<file path="src/rtl/control_step_sequencer.sv">
// control_step_sequencer
//   Moore control-step sequencer for the fetch cycle (T0-T2) and the execute
//   steps of register-register ALU instructions. It drives the datapath
//   bus-select and load strobes, waits for memory with a timeout, and
//   handles NOP, HALT and a sticky fault.
//
//   Optional feature macro: SINGLE_STEP_EN
//     defined   -> adds input step_i. Every state transition, including
//                  leaving IDLE, needs step_i=1 on that clock. The T1 timeout
//                  counter pauses while step_i=0.
//     undefined -> transitions happen on every clock.
//
// Ports
//   clk          system clock, rising edge
//   clr          asynchronous active-low reset
//   run_i        level, high = execute instructions continuously
//   step_i       (SINGLE_STEP_EN only) single-step advance enable
//   ir           IR contents, stable from T3 onward
//   mem_ready    memory read data valid
//   step         one-hot current step (bit k = Tk), zero outside T0..T5
//   pc_out, mar_in, inc_pc, z_in            T0 strobes
//   zlo_out, pc_in, md_read, mdr_in         T1 strobes (zlo_out also execute)
//   mdr_out, ir_in                          T2 strobes
//   y_in         Y register load
//   alu_op       ALU function select, 0 outside the ALU step
//   reg_out_sel  one-hot register-to-bus select
//   reg_in_en    one-hot register load enable
//   busy         high in any Tk state
//   done         pulse in the final step of each instruction
//   fault        sticky fault, cleared only by clr
module control_step_sequencer #(
  parameter int DATA_W  = 32,
  parameter int REG_CNT = 16,
  parameter int STEP_W  = 8,
  parameter int MEM_TO  = 15
) (
  input  logic               clk,
  input  logic               clr,
  input  logic               run_i,
`ifdef SINGLE_STEP_EN
  input  logic               step_i,
`endif
  input  logic [DATA_W-1:0]  ir,
  input  logic               mem_ready,
  output logic [STEP_W-1:0]  step,
  output logic               pc_out,
  output logic               mar_in,
  output logic               inc_pc,
  output logic               z_in,
  output logic               zlo_out,
  output logic               pc_in,
  output logic               md_read,
  output logic               mdr_in,
  output logic               mdr_out,
  output logic               ir_in,
  output logic               y_in,
  output logic [4:0]         alu_op,
  output logic [REG_CNT-1:0] reg_out_sel,
  output logic [REG_CNT-1:0] reg_in_en,
  output logic               busy,
  output logic               done,
  output logic               fault
);

  localparam int CNT_W = $clog2(MEM_TO + 1);
  localparam logic [CNT_W-1:0] CNT_LAST = CNT_W'(MEM_TO - 1);

  typedef enum logic [3:0] {
    S_IDLE, S_T0, S_T1, S_T2, S_T3, S_T4, S_T5, S_HALT, S_FAULT
  } state_t;

  state_t           state_reg;
  logic [CNT_W-1:0] wait_cnt_reg;
  logic             advance;

`ifdef SINGLE_STEP_EN
  assign advance = step_i;
`else
  assign advance = 1'b1;
`endif

  // IR field decode
  logic [4:0] opcode;
  logic [3:0] ra, rb, rc;
  logic       is_bin, is_un, is_nop, is_halt;
  logic       ra_bad, rb_bad, rc_bad;
  logic       unused_ir;

  assign opcode  = ir[31:27];
  assign ra      = ir[26:23];
  assign rb      = ir[22:19];
  assign rc      = ir[18:15];
  assign unused_ir = ^ir;
  assign is_bin  = (opcode >= 5'd3) && (opcode <= 5'd11);
  assign is_un   = (opcode == 5'd16) || (opcode == 5'd17);
  assign is_nop  = (opcode == 5'd0);
  assign is_halt = (opcode == 5'd31);
  assign ra_bad  = 32'(ra) >= 32'(REG_CNT);
  assign rb_bad  = 32'(rb) >= 32'(REG_CNT);
  assign rc_bad  = 32'(rc) >= 32'(REG_CNT);

  // State register and T1 wait counter
  always_ff @(posedge clk or negedge clr) begin
    if (!clr) begin
      state_reg    <= S_IDLE;
      wait_cnt_reg <= '0;
    end else if (advance) begin
      wait_cnt_reg <= '0;
      case (state_reg)
        S_IDLE: if (run_i) state_reg <= S_T0;
        S_T0:   state_reg <= S_T1;
        S_T1: begin
          // mem_ready wins over the timeout on the last allowed cycle
          if (mem_ready)                   state_reg <= S_T2;
          else if (wait_cnt_reg == CNT_LAST) state_reg <= S_FAULT;
          else                             wait_cnt_reg <= wait_cnt_reg + 1'b1;
        end
        S_T2:   state_reg <= S_T3;
        S_T3: begin
          if (is_bin || is_un) state_reg <= rb_bad ? S_FAULT : S_T4;
          else if (is_nop)     state_reg <= run_i ? S_T0 : S_IDLE;
          else if (is_halt)    state_reg <= S_HALT;
          else                 state_reg <= S_FAULT;
        end
        S_T4: begin
          if (is_bin)     state_reg <= rc_bad ? S_FAULT : S_T5;
          else if (is_un) state_reg <= ra_bad ? S_FAULT : (run_i ? S_T0 : S_IDLE);
          else            state_reg <= S_FAULT;
        end
        S_T5: begin
          if (is_bin && !ra_bad) state_reg <= run_i ? S_T0 : S_IDLE;
          else                   state_reg <= S_FAULT;
        end
        S_HALT:  state_reg <= S_HALT;
        default: state_reg <= S_FAULT;
      endcase
    end
  end

  // Output decode from registered state plus ir; a step whose register
  // field is out of range drives no strobes before entering FAULT.
  logic       rsel_en, ren_en;
  logic [3:0] rsel_idx, ren_idx;
  logic       step_vld;
  logic [2:0] step_idx;

  always_comb begin
    pc_out = 1'b0; mar_in = 1'b0; inc_pc = 1'b0; z_in = 1'b0;
    zlo_out = 1'b0; pc_in = 1'b0; md_read = 1'b0; mdr_in = 1'b0;
    mdr_out = 1'b0; ir_in = 1'b0; y_in = 1'b0; alu_op = 5'd0;
    rsel_en = 1'b0; rsel_idx = rb; ren_en = 1'b0; ren_idx = ra;
    done = 1'b0; step_vld = 1'b1; step_idx = 3'd0;
    case (state_reg)
      S_T0: begin
        step_idx = 3'd0;
        pc_out = 1'b1; mar_in = 1'b1; inc_pc = 1'b1; z_in = 1'b1;
      end
      S_T1: begin
        step_idx = 3'd1;
        md_read = 1'b1; mdr_in = 1'b1;
        // PC update only on the first T1 cycle so pc_in pulses once per fetch
        if (wait_cnt_reg == '0) begin
          zlo_out = 1'b1; pc_in = 1'b1;
        end
      end
      S_T2: begin
        step_idx = 3'd2;
        mdr_out = 1'b1; ir_in = 1'b1;
      end
      S_T3: begin
        step_idx = 3'd3;
        if (is_bin && !rb_bad) begin
          rsel_en = 1'b1; y_in = 1'b1;
        end else if (is_un && !rb_bad) begin
          rsel_en = 1'b1; alu_op = opcode; z_in = 1'b1;
        end else if (is_nop || is_halt) begin
          done = 1'b1;
        end
      end
      S_T4: begin
        step_idx = 3'd4;
        if (is_bin && !rc_bad) begin
          rsel_en = 1'b1; rsel_idx = rc; alu_op = opcode; z_in = 1'b1;
        end else if (is_un && !ra_bad) begin
          zlo_out = 1'b1; ren_en = 1'b1; done = 1'b1;
        end
      end
      S_T5: begin
        step_idx = 3'd5;
        if (is_bin && !ra_bad) begin
          zlo_out = 1'b1; ren_en = 1'b1; done = 1'b1;
        end
      end
      default: step_vld = 1'b0;
    endcase
  end

  assign busy  = step_vld;
  assign fault = (state_reg == S_FAULT);

  genvar gi;
  generate
    for (gi = 0; gi < REG_CNT; gi++) begin : g_reg_dec
      assign reg_out_sel[gi] = rsel_en && (32'(rsel_idx) == 32'(gi));
      assign reg_in_en[gi]   = ren_en  && (32'(ren_idx)  == 32'(gi));
    end
    for (gi = 0; gi < STEP_W; gi++) begin : g_step_dec
      assign step[gi] = step_vld && (32'(step_idx) == 32'(gi));
    end
  endgenerate

endmodule

</file>
<file path="config.mk">
export PLATFORM = sky130hd
export DESIGN_NAME = control_step_sequencer
export DESIGN_NICKNAME = d
export VERILOG_FILES = /design/src/rtl/control_step_sequencer.sv
export SDC_FILE = /design/constraint.sdc
export NUM_CORES = 1
export LEC_CHECK = 0
export ABC_CLOCK_PERIOD_IN_PS = 4000
export BUFFER_PORTS_ARGS = -buffer_cell sky130_fd_sc_hd__buf_2
export CORE_MARGIN = 1.5
export CORE_UTILIZATION = 45
export CTS_CLUSTER_DIAMETER = 30
export CTS_CLUSTER_SIZE = 12
export DETAILED_ROUTE_END_ITERATION = 16
export PLACE_DENSITY = 0.86
export SLEW_MARGIN = 5
export SYNTH_ARGS = -nofsm -noshare
export SYNTH_HDL_FRONTEND = slang
export SYNTH_SLANG_ARGS = --single-unit
</file>
<file path="constraint.sdc">
create_clock -name clk -period 4 [get_ports clk]
set_input_delay 0.8 -clock clk [delete_from_list [all_inputs] [get_ports clk]]
set_output_delay 0.8 -clock clk [all_outputs]
set_load 0.05 [all_outputs]
</file>
### Word-level counts from Yosys, hierarchy flattened

Cells that the tools add are included.
Widths: inputs -> output; s select.

| storage, ports and cells | value |
|---|---|
| flip-flop bits (word level) | 8 |
| output and inout bits | 59 |
| logic and storage cells | 148 |
| bits of input ports | 36 |

| cells by class | value |
|---|---|
| add/sub/neg operators | 1 |
| multiplexer cells | 40 |
| $lt $le $gt $ge | 2 |
| equal/unequal tests | 51 |
| reductions and logical operators | 52 |

Operators by type and width:

| kind | number |
|---|---|
| $eq 4x4->1 const B | 18 |
| $mux 4 | 14 |
| $eq 4x3->1 const B | 12 |
| $logic_and 1x1->1 | 41 |
| $pmux 4 s8 | 1 |
| $eq 4x2->1 const B | 6 |
| $logic_not 4->1 | 4 |
| $eq 5x5->1 const B | 3 |
| $mux 1 | 15 |
| $mux 5 | 3 |
| $pmux 3 s5 | 1 |
| $eq 3x3->1 const B | 4 |
| $eq 4x1->1 const B | 3 |
| $pmux 5 s2 | 1 |
| $pmux 1 s3 | 3 |
| $eq 3x2->1 const B | 2 |
| $reduce_or 6->1 | 1 |
| $ge 5x2->1 const B | 1 |
| $le 5x4->1 const B | 1 |
| $logic_not 5->1 | 1 |
| $add 4x1->4 const B | 1 |
| $pmux 1 s2 | 2 |
| $eq 3x1->1 const B | 1 |
| $logic_not 3->1 | 1 |
| 4 further kinds | 6 |

### Longest topological paths before layout

Gate-level depths: netlist (run 1).

| depth | value |
|---|---|
| word-level depth | 6 |
| gate-level depth with buffers | 6 |
| mapped depth without buffers | 6 |

### Least setup slack after synthesis (run 1)

OpenSTA, ideal clock, no wires.

| path | value |
|---|---|
| path kind | reg-to-output |
| start | register state_reg[2] |
| end | output port zlo_out |
| arrival time | 3.284 ns |
| required time | 3.200 ns |
| path slack | -0.084 ns |
| path buffers | 0 |
| stages on the path, launching flop included | 4 |
| path through | dfrtp_1 or4b_4 nor4b_1 or3_1 |

| on the way | value |
|---|---|
| cells in the longest elaborated chain, start to end | 2 |
| elaborated cells on any way between the ends | 4 |
| those cells by class | eq/ne (3); mux (1) |

RTL lines:

| what | RTL line | text |
|---|---|---|
| start, declared | 72 | `state_t state_reg;` |
| start signal, assigned | 120 | `if (is_bin \|\| is_un) state_reg <= rb_bad ? S_FAULT : S_T4;` |
| start signal, assigned | 121 | `else if (is_nop) state_reg <= run_i ? S_T0 : S_IDLE;` |
| start signal, assigned | 126 | `if (is_bin) state_reg <= rc_bad ? S_FAULT : S_T5;` |
| $eq 4x3->1 / $eq 4x2->1 (equally long branches) | 153 | `case (state_reg)` |
| $pmux 1 s3 (*) | 153 |  |
| end, declared | 50 | `output logic zlo_out,` |

Every way passes the cells marked *; elsewhere a longest branch is shown, timed or not.

### Worst setup path after layout (run 1)

| path | value |
|---|---|
| start | input port ir[29] |
| end | output port reg_out_sel[8] |

| on the way | value |
|---|---|
| cells in the longest elaborated chain, start to end | 6 |
| elaborated cells on any way between the ends | 14 |
| those cells by class | order compare (2); eq/ne (3); mux (6); reduce/logical (3) |

RTL lines:

| what | RTL line | text |
|---|---|---|
| start, declared | 43 | `input logic [DATA_W-1:0] ir,` |
| $ge 5x2->1, or another cell as far along | 94 | `assign is_bin = (opcode >= 5'd3) && (opcode <= 5'd11);` |
| $logic_and 1x1->1 / $logic_or 1x1->1 (equally long branches) | 94, 95 |  |
| $mux 4 / $mux 1 (equally long branches) | 182, 174 |  |
| $mux 4 / $mux 1 (equally long branches) | 153, 172 |  |
| $eq 4x4->1 / $pmux 1 s2 (equally long branches) | 204, 153 |  |
| $logic_and 1x1->1 (*) | 204 | `assign reg_out_sel[gi] = rsel_en && (32'(rsel_idx) == 32'(gi));` |
| end, declared | 58 | `output logic [REG_CNT-1:0] reg_out_sel,` |

Marked as above.

==> metrics.yaml, run 1 <==
r2r-start: "state_reg[2]"
ir_drop_v: 0.0001526
die_h_um: 58.18
hp-class: "input port to async pin"
drt_iter0_drc: 128
dr.pass1.iters: 11
fmax_mhz: 303.5
p_leak_uw: 0.0008700
num_antenna_cells: 0
worstMarginPinSlew_ns: 0.9880
clkTransAtPathRegs_ns: 0.06
synthArstFlopShare: 1.000
r2r_cells: 4
drive_gt1_frac: 0.4064
synthTopCellsByCount: "31 x nor2_1, 10 x inv_1, 9 x nand2_1, 8 x dfrtp_1"
cap_violations: 0
postRouteAntennaNets: 0
fin_crit_sh: 0.8237
cts_tree: "yes"
r2r_end: "state_reg[3]"
drc: 10
io_buffers: 77
antenna_found_initial: 0
wire_per_inst_um: 13.64
gp_congestion: 0.8424
post_cts_resized: 0
grt_util_all_layers: 0.2223
fin_nets: 292
p_per_area_nw_per_um2: 116.6
yosysMostFrequentCell: "nor2_1"
initial_utilization: 0.4843
overflow: 0
path_class: "input port to output pin"
clkSinkCount: 8
rrSetupSlack_ns: 1.98
cp.required_ns: 3.20
cts_hold_buf: 0
finalClockSkew_ns: 0.007038
vias_per_cell: 5.872
ioPinCount: 95
wl_mm: 3.847
rows: 19
synthTopCellsByArea: "dfrtp_1 15%, nor2_1 8.5%, buf_4 3.3%"
rsz0062_at_grt: "false"
max_slew_margin: 0.3321
slew_violations: 0
synthFlopType: "dfrtp_1"
finalCriticalPeriod_ns: 3.295
finalHoldViolCount: 0
grt_first_pass_wirelength_mm: 6.147
cts-root-buf: "clkbuf_4"
synth-seq-cells: 8
status: "finished, violations left"
htreeDepth: 1
vias: 1656
synth_area_per_cell_sq_um: 7.406
seq_area_frac_synth: 0.1461
whs_ns: 0.3761
post_cts_buffers: 0
cp-start-kind: "input port"
worstSetupEndpointType: "output pin"
detailed_place_hpwl_mm: 2.991
grt_max_degree: 17
clk_latency_ns: 0.25
grt_pass1_vias: 1373
areaGrowthSynthToFinish_pct: 26.58
synth_top_area_share: 0.1461
violations: "design-rule violations"
synth_top_area_cell: "dfrtp_1"
synth_cells: 185
cts_made_buffers: 3
setup_violations: 0
fp.dieW_um: 58.18
yosysWarnings: 0
synth-edff-count: 0
worstPathMaxFanout: 15
cts_buffer_depth: 2
p_total_uw: 202.2
yosysUniqueCellTypes: 58
synth_area_sq_um: 1370
core_area_sq_um: 2829
die-area_sq_um: 3384
cp.arrival_ns: 2.49
-- per-stage QoR --
stage	area, sq um	std cells	TNS, ns	setup slack (ns)	utilization
2_1_floorplan	1380	186	-0.01539	-0.003847	-
3_3_place_gp	1712	279	0	0.7346	0.6050
3_5_place_dp	1712	279	0	0.7205	0.6050
4_1_cts	1734	282	0	0.7169	0.6130
5_1_grt	1734	282	0	0.5649	0.6130
6_report	1734	282	0	0.7053	0.6130
-- layout by cell type (no fill, tap or decap), types with 4 or more instances in the layout --
| cell | instances |
|---|---|
| o31ai_1 | 4 |
| buf_2 | 77 |
| nor2_1 | 31 |
| dfrtp_1 | 8 |
| nand3_1 | 7 |
| nor3b_1 | 5 |
| nor2b_1 | 4 |
| a21oi_1 | 7 |
| nand2_1 | 9 |
| o211ai_1 | 4 |
| nor4_1 | 5 |
| nor3_1 | 6 |
| inv_1 | 10 |
-- power breakdown --
| group | total [uW] | leakage, uW | internal [uW] | switching (uW) |
|---|---|---|---|---|
| Combinational | 60.2 | 0.000750 | 19.6 | 40.6 |
| Clock | 61.0 | 0.0000138 | 34.3 | 26.7 |
| Sequential | 81.0 | 0.000107 | 81.0 | 0 |
-- worst max-delay path: stages --
cell and delay, ns:
buf_2 0.19, a211o_1 0.39, nand3_2 0.18, mux2_2 0.42
nor3_1 0.22, buf_2 0.29
-- kinds of logic after synthesis --
family | count (synthesis) | synth area share
AND/OR/NAND/NOR | 99 | 0.4402
AO/OA/AOI/OAI | 42 | 0.2429
buffers and inverters | 26 | 0.09771
flip-flops | 8 | 0.1461
multiplexers | 4 | 0.03014
adder cells (fa/ha/maj) | 3 | 0.02740
XOR/XNOR | 2 | 0.01279
other | 1 | 0.002737
-- layer usage --
| metal | track usage | part of all wire |
|---|---|---|
| met5 | 0 | 0 |
| met1 | 0.2969 | 0.46 |
| met4 | 0.03987 | 0.0070 |
| met3 | 0.03571 | 0.074 |
| met2 | 0.3815 | 0.46 |
-- cell type report --
type | instances | area (sq um)
Inverter | 11 | 41.29
Clock buffer | 3 | 22.52
Fill cell | 264 | 1095
Multi-Input combinational cell | 152 | 1046
Timing Repair Buffer | 77 | 385.4
Tap cell | 31 | 38.79
Sequential cell | 8 | 200.2
-- worst max path at each step --
stage | from | to | slack (ns) | depth (start not counted)
floorplan | ir[28] | reg_in_en[0] | -0.004 | 5
global placement | ir[30] | reg_out_sel[6] | 0.73 | 6
detailed placement | ir[29] | reg_out_sel[8] | 0.72 | 6
CTS | ir[29] | reg_out_sel[8] | 0.72 | 6
global route | ir[30] | reg_out_sel[5] | 0.56 | 6
finish | ir[29] | reg_out_sel[8] | 0.71 | 6
No activity file was read; power rests on OpenSTA's default activity.
==> run 2, diff against run 1 <==
--- a/config.mk
+++ b/config.mk
@@ -5,14 +5,15 @@
 export SDC_FILE = /design/constraint.sdc
 export NUM_CORES = 1
 export LEC_CHECK = 0
-export ABC_CLOCK_PERIOD_IN_PS = 4000
+export ABC_AREA = 1
+export ABC_CLOCK_PERIOD_IN_PS = 2850
 export BUFFER_PORTS_ARGS = -buffer_cell sky130_fd_sc_hd__buf_2
 export CORE_MARGIN = 1.5
-export CORE_UTILIZATION = 45
+export CORE_UTILIZATION = 36
 export CTS_CLUSTER_DIAMETER = 30
 export CTS_CLUSTER_SIZE = 12
 export DETAILED_ROUTE_END_ITERATION = 16
-export PLACE_DENSITY = 0.86
+export PLACE_DENSITY = 0.78
 export SLEW_MARGIN = 5
 export SYNTH_ARGS = -nofsm -noshare
 export SYNTH_HDL_FRONTEND = slang
==> constraint.sdc (replaced) <==
create_clock -name clk -period 2.85 [get_ports clk]
set_input_delay 0.57 -clock clk [delete_from_list [all_inputs] [get_ports clk]]
set_output_delay 0.57 -clock clk [all_outputs]
set_load 0.05 [all_outputs]
==> run 2 against run 1 <==
  * The run now ends clean
  * Count of clock-buffer cells in the layout stayed put
  * Non-clock buffer count did not move
  * Power rose by 33%
  * Core utilization shrank 9.1 points
  * First-iteration DRC count decreased by 58%
  * Register-to-register slack got worse by 0.56 ns
  * Sequential share of layout area rose by 0.81 points
  * Via count fell by 12%
  * Critical endpoint is now reg_out_sel[13]
  * Largest power group unchanged
==> metrics.yaml, run 2 <==
dpl-instance-area_sq_um: 1590  # -7.1%
setup_violations: 0  # unchanged
grt_pass1_vias: 1141  # -17%
cp.arrival_ns: 2.08  # -0.41 ns
cts_made_buffers: 3  # unchanged
core_area_sq_um: 3103  # +9.7%
synthTopCellsByCount: "63 x nor2_1, 40 x nand2_1, 26 x inv_1, 18 x nand3_1, 8 x dfrtp_1"
ir_drop_v: 0.0001640  # +7.5%
cp.required_ns: 2.28  # -0.92 ns
cp-startpoint: "state_reg[3]"
synth_top_area_cell: "nor2_1"
whs_ns: 0.1429  # -0.2332 ns
cts_buffer_depth: 2  # unchanged
slowest_delay_ns: 0.42  # about the same
fin_util: 0.5222  # -0.09083
cp-start-kind: "register"
fmax_mhz: 377.8
num_antenna_cells: 0  # unchanged
grt_first_pass_wirelength_mm: 4.705  # -23%
clkSinkCount: 8  # unchanged
cap_violations: 0  # unchanged
path_class: "register to output pin"
synthArstFlopShare: 1.000  # unchanged
fp.dieW_um: 60.52  # +4.0%
drive_gt1_frac: 0.3857  # -0.02066
die_h_um: 60.52  # +4.0%
p_leak_uw: 0.0009396  # +8.0%
detailed_place_hpwl_mm: 2.673  # -11%
grt_util_all_layers: 0.1630  # -0.05933
io_buffers: 77  # unchanged
ioPinCount: 95  # unchanged
clkTransAtPathRegs_ns: 0.06  # about the same
rrSetupSlack_ns: 1.42  # -0.56 ns
drc: 0  # -10
cts_tree: "yes"
fin_crit_sh: 0.9288
yosysWarnings: 0  # unchanged
cts-root-buf: "clkbuf_4"
r2r_cells: 8  # +4
rows: 20  # +1
synth-seq-cells: 8  # unchanged
overflow: 0  # unchanged
r2r-start: "state_reg[3]"
p_per_area_nw_per_um2: 166.1  # +42%
grt_max_degree: 16  # -1
wire_per_inst_um: 9.642  # -29%
fin_nets: 321  # +9.9%
synthFlopType: "dfrtp_1"
worstSetupEndpointType: "output pin"
cts_hold_buf: 0  # unchanged
seq_area_frac_synth: 0.1681  # +0.02195
synth_cells: 206  # +11%
synth_top_area_share: 0.1985  # +0.05241
p_total_uw: 269.1  # +33%
yosysMostFrequentCell: "nor2_1"
clk_latency_ns: 0.26  # about the same
status: "completed"
worstPathCellList: "inv_2 > nand2_2 > nor2_4 > nand3_4 > o21ai_1 > nand3_1 > nor2_1 > buf_2"
r2r_end: "state_reg[3]"
cp_slowest_cell: "dfrtp_1"
finalClockSkew_ns: 0.003948  # -0.003090 ns
antenna_found_initial: 0  # unchanged
die-area_sq_um: 3663  # +8.2%
finalCriticalPeriod_ns: 2.647
vias_per_cell: 4.519  # -23%
synth_area_per_cell_sq_um: 5.782  # -22%
vias: 1464  # -12%
synthTopCellsByArea: "nor2_1 20%, dfrtp_1 17%, nand2_1 13%"
worstPathMaxFanout: 15  # unchanged
initial_utilization: 0.3839  # -0.1004
slew_violations: 0  # unchanged
fillCellCount: 351  # +33%
drt_iter0_drc: 54  # -58%
dr.pass1.iters: 4  # -7
wl_mm: 3.124  # -19%
postRouteAntennaNets: 0  # unchanged
htreeDepth: 1  # unchanged
final_common_cell: "buf_2"
synth_area_sq_um: 1191  # -13%
areaGrowthSynthToFinish_pct: 36.03
rsz0062_at_grt: "true"
final_cell_mix: "74 x buf_2, 60 x nor2_1, 40 x nand2_1"
finalHoldViolCount: 0  # unchanged
synth-edff-count: 0  # unchanged
hp-class: "input port to async pin"
postLayoutCellArea_sq_um: 1620  # -6.6%
gp_congestion: 0.8267  # -1.9%
yosysUniqueCellTypes: 28  # -52%
[run 2: cell type report]
type / count / area [sq um] / share of cell area
multi-input combinational: 163 / 840.8 / 0.5189
timing repair buffer: 77 / 392.9 / 0.2425
sequential: 8 / 200.2 / 0.1236
inverter: 29 / 108.9 / 0.06718
tap: 44 / 55.05 / 0.03398
clock buffer: 3 / 22.52 / 0.01390
[run 2: repair_timing]
| item | in CTS | in global routing |
|---|---|---|
| setup endpoints to repair | 0 | 3 |
| resized for setup | 0 | 3 |
| setup buffers | 0 | 0 |
[run 2: how the worst max path moves through the flow]
stage | end | slack, ns
floorplan | alu_op[0] | -0.08
global placement | reg_out_sel[13] | 0.32
detailed placement | reg_out_sel[1] | 0.28
CTS | reg_out_sel[1] | 0.19
global route | reg_out_sel[13] | 0.001
finish | reg_out_sel[13] | 0.20
[run 2: cell families (layout without fill, tap and decap cells)]
logic type	count (synthesis)	after routing	synth area share
fa+ha+maj	3	3	0.03152
flops	8	8	0.1681
compound gates	14	14	0.09664
simple gates	142	142	0.5473
xor+xnor	2	2	0.01471
buf+inv	36	109	0.1386
other cells	1	2	0.003148
[run 2: metrics by stage]
stage          worst slack, ns  instances  TNS (ns)
6_report                0.2028        324         0
5_1_grt               0.001452        324         0
4_1_cts                 0.1898        324         0
3_5_place_dp            0.2786        321         0
3_3_place_gp            0.3199        321         0
2_1_floorplan         -0.08241        207  -0.08241
[run 2: metal layers]
metal / global-route usage / up-vias / share of wire
met5: 0 / - / 0
met4: 0.04658 / 0 / 0.0051
met3: 0.02559 / 2 / 0.068
met2: 0.2873 / 45 / 0.50
met1: 0.2065 / 633 / 0.43
li1: - / 784 / -
[run 2: report_power, final]
group / switching, uW / total [uW] / internal (uW)
sequential: 0 / 114 / 114
combinational: 45.0 / 66.4 / 21.4
clock: 40.7 / 89.1 / 48.3
[run 2: critical path, delay by kind of cell (launching register included)]
kind / cells / cell delay, ns
DFF: 1 / 0.42
AOI/OAI and AO/OA: 1 / 0.23
buffers and inverters: 2 / 0.38
and+or+nand+nor: 5 / 0.79
==> run 3, diff against run 2 <==
--- a/config.mk
+++ b/config.mk
@@ -8,6 +8,7 @@
 export ABC_AREA = 1
 export ABC_CLOCK_PERIOD_IN_PS = 2850
 export BUFFER_PORTS_ARGS = -buffer_cell sky130_fd_sc_hd__buf_2
+export CORE_ASPECT_RATIO = 1.4
 export CORE_MARGIN = 1.5
 export CORE_UTILIZATION = 36
 export CTS_CLUSTER_DIAMETER = 30
==> run 3 against run 2 <==
  * Non-clock buffer count unchanged
  * Worst setup slack better by 0.030 ns
  * Sequential cell count unchanged
  * Critical endpoint is now reg_out_sel[0]
  * Clock skew down 0.0027 ns
  * Core utilization down 0.17 points
  * Via count down 0.41%
  * Largest cell class unchanged
  * Sequential share of layout area about the same
  * Wire length up 0.90%
  * Critical path depth unchanged
==> metrics.yaml, run 3 (synthesis gave the netlist of run 2 again) <==
p_int_uw: 226.5  # +24%
antenna_found_initial: 0  # unchanged
worstSetupEndpointType: "output pin"
dp.cells: 316  # -1.6%
fmax_mhz: 382.0  # +1.1%
fp.dieW_um: 51.62  # -15%
fin_crit_sh: 0.9184  # -0.01040
hp-class: "input port to async pin"
final_common_cell: "buf_2"
clk_latency_ns: 0.22  # -0.04 ns
dpl-instance-area_sq_um: 1584  # -0.39%
finalClockSkew_ns: 0.001222  # -0.002726 ns
finalCriticalPeriod_ns: 2.618  # -0.02963 ns
cp.required_ns: 2.28  # about the same
ioPinCount: 95  # unchanged
worstPathCellList: "inv_2 > nand2_2 > nor2_4 > nand3_4 > o21ai_1 > nand3_1 > nor2_1 > buf_2"
p_leak_uw: 0.0009495  # +1.1%
dr.pass1.iters: 4  # unchanged
pwr-share-comb: 0.216  # -0.031
grt_util_all_layers: 0.1707  # +0.007726
cp-start-kind: "register"
cts_hold_buf: 0  # unchanged
rsz0062_at_grt: "false"
cts_tree: "yes"
cp.arrival_ns: 2.05  # -0.03 ns
rows: 24  # +20%
fin_cells: 319  # -1.5%
htreeDepth: 1  # unchanged
grt_pass1_vias: 1244  # +9.0%
clkTransAtPathRegs_ns: 0.04  # -0.02 ns
critical_path_depth: 8  # unchanged
slowest_delay_ns: 0.40  # -0.02 ns
fillCellCount: 341  # -2.8%
grt_max_degree: 16  # unchanged
drc: 0  # unchanged
detailed_place_hpwl_mm: 2.734  # +2.3%
fin_nets: 321  # unchanged
path_class: "register to output pin"
cts-root-buf: "clkbuf_8"
clkSinkCount: 8  # unchanged
p_total_uw: 310.0  # +15%
wire_per_inst_um: 9.881  # +2.5%
setup_violations: 0  # unchanged
timing.final.ws_setup_ns: 0.2324  # +0.02963 ns
grt_first_pass_wirelength_mm: 5.057  # +7.5%
sequentialPowerShare: 0.368  # -0.054
cts_made_buffers: 3  # unchanged
r2r_cells: 8  # unchanged
p_per_area_nw_per_um2: 190.7  # +15%
postLayoutCellArea_sq_um: 1625  # +0.31%
slew_violations: 0  # unchanged
cpLargestDelayFamily: "simple AND/OR/NAND/NOR gates"
die-area_sq_um: 3668  # +0.14%
dp_worst_setup_slack_ns: 0.2794  # +0.0007990 ns
die_h_um: 71.06  # +17%
finalHoldViolCount: 0  # unchanged
drive_gt1_frac: 0.3857  # unchanged
post_cts_resized: 0  # unchanged
num_antenna_cells: 0  # unchanged
clockPowerShare: 0.416  # +0.085
fin_util: 0.5204  # -0.001744
io_buffers: 77  # unchanged
cap_violations: 0  # unchanged
netSwitchingPower_uw: 83.50  # -2.6%
gp_congestion: 0.8199  # -0.82%
status: "completed"
post_cts_buffers: 0  # unchanged
initial_utilization: 0.3814  # -0.002461
wl_mm: 3.152  # +0.90%
final_cell_mix: "77 x buf_2, 60 x nor2_1, 40 x nand2_1"
areaGrowthSynthToFinish_pct: 36.45
drt_iter0_drc: 32  # -41%
cts_buffer_depth: 2  # unchanged
overflow: 0  # unchanged
postRouteAntennaNets: 0  # unchanged
core_area_sq_um: 3123  # +0.65%
switching_share: 0.2693  # -0.04917
worstPathMaxFanout: 15  # unchanged
vias_per_cell: 4.571  # +1.2%
ir_drop_v: 0.0003446  # +110%
crit_buf_inv: 2  # unchanged
vias: 1458  # -0.41%
cp_slowest_cell: "dfrtp_1"
run 3: cell count changes in the layout (fill, tap and decap cells not counted):
| cell | previous run | this run |
|---|---|---|
| clkbuf_4 | 6 | 0 |
| buf_2 | 74 | 77 |
| clkbuf_8 | 0 | 3 |
run 3: worst paths after layout:
check	slack, ns	end	from
max	0.23	reg_out_sel[0]	state_reg[3]
min	0.18	state_reg[3]	clr
max reg2reg	1.41	state_reg[3]	state_reg[3]
min reg2reg	0.49	wait_cnt_reg[0]	wait_cnt_reg[0]
max in group asynchronous	2.51	wait_cnt_reg[3]	clr
min in group clk	0.49	wait_cnt_reg[0]	wait_cnt_reg[0]
run 3: per-stage QoR:
step / TNS [ns] / hold slack, ns
2_1_floorplan: -0.08241 / 0.2744
3_3_place_gp: 0 / 0.4187
3_5_place_dp: 0 / 0.4176
4_1_cts: 0 / 0.1773
5_1_grt: 0 / 0.1859
6_report: 0 / 0.1812
run 3: cell type report:
class	count	area, sq um	share of cell area
well taps	39	48.80	0.03002
clock buffers	3	41.29	0.02540
repair buffers	77	385.4	0.2371
flip-flops and latches	8	200.2	0.1232
multi-input cells	163	840.8	0.5173
inverters	29	108.9	0.06697
run 3: power by group through the flow:
stage | combinational (uW) | clock, uW | sequential [uW]
floorplan | 41.8 | 0 | 116
global placement | 65.8 | 0 | 116
detailed placement | 66.6 | 0 | 116
CTS | 66.8 | 136 | 114
global route | 75.2 | 142 | 114
finish | 66.8 | 129 | 114
run 3: worst reg2reg max path, cell delays in order (launching register included):
cell and delay, ns:
dfrtp_1 0.40, nor2_1 0.14, nand3_1 0.13, nor2_1 0.16, nand2_1 0.16, o21ai_0 0.14
inv_1 0.06, nand2_1 0.08, nand2_1 0.05
run 3: routing by layer:
metal,vias up,track usage,wire (um)
met5,-,0,0
met4,0,0.01754,0
met3,0,0.05063,256
met2,49,0.3134,1624
met1,627,0.1976,1272
li1,782,-,-
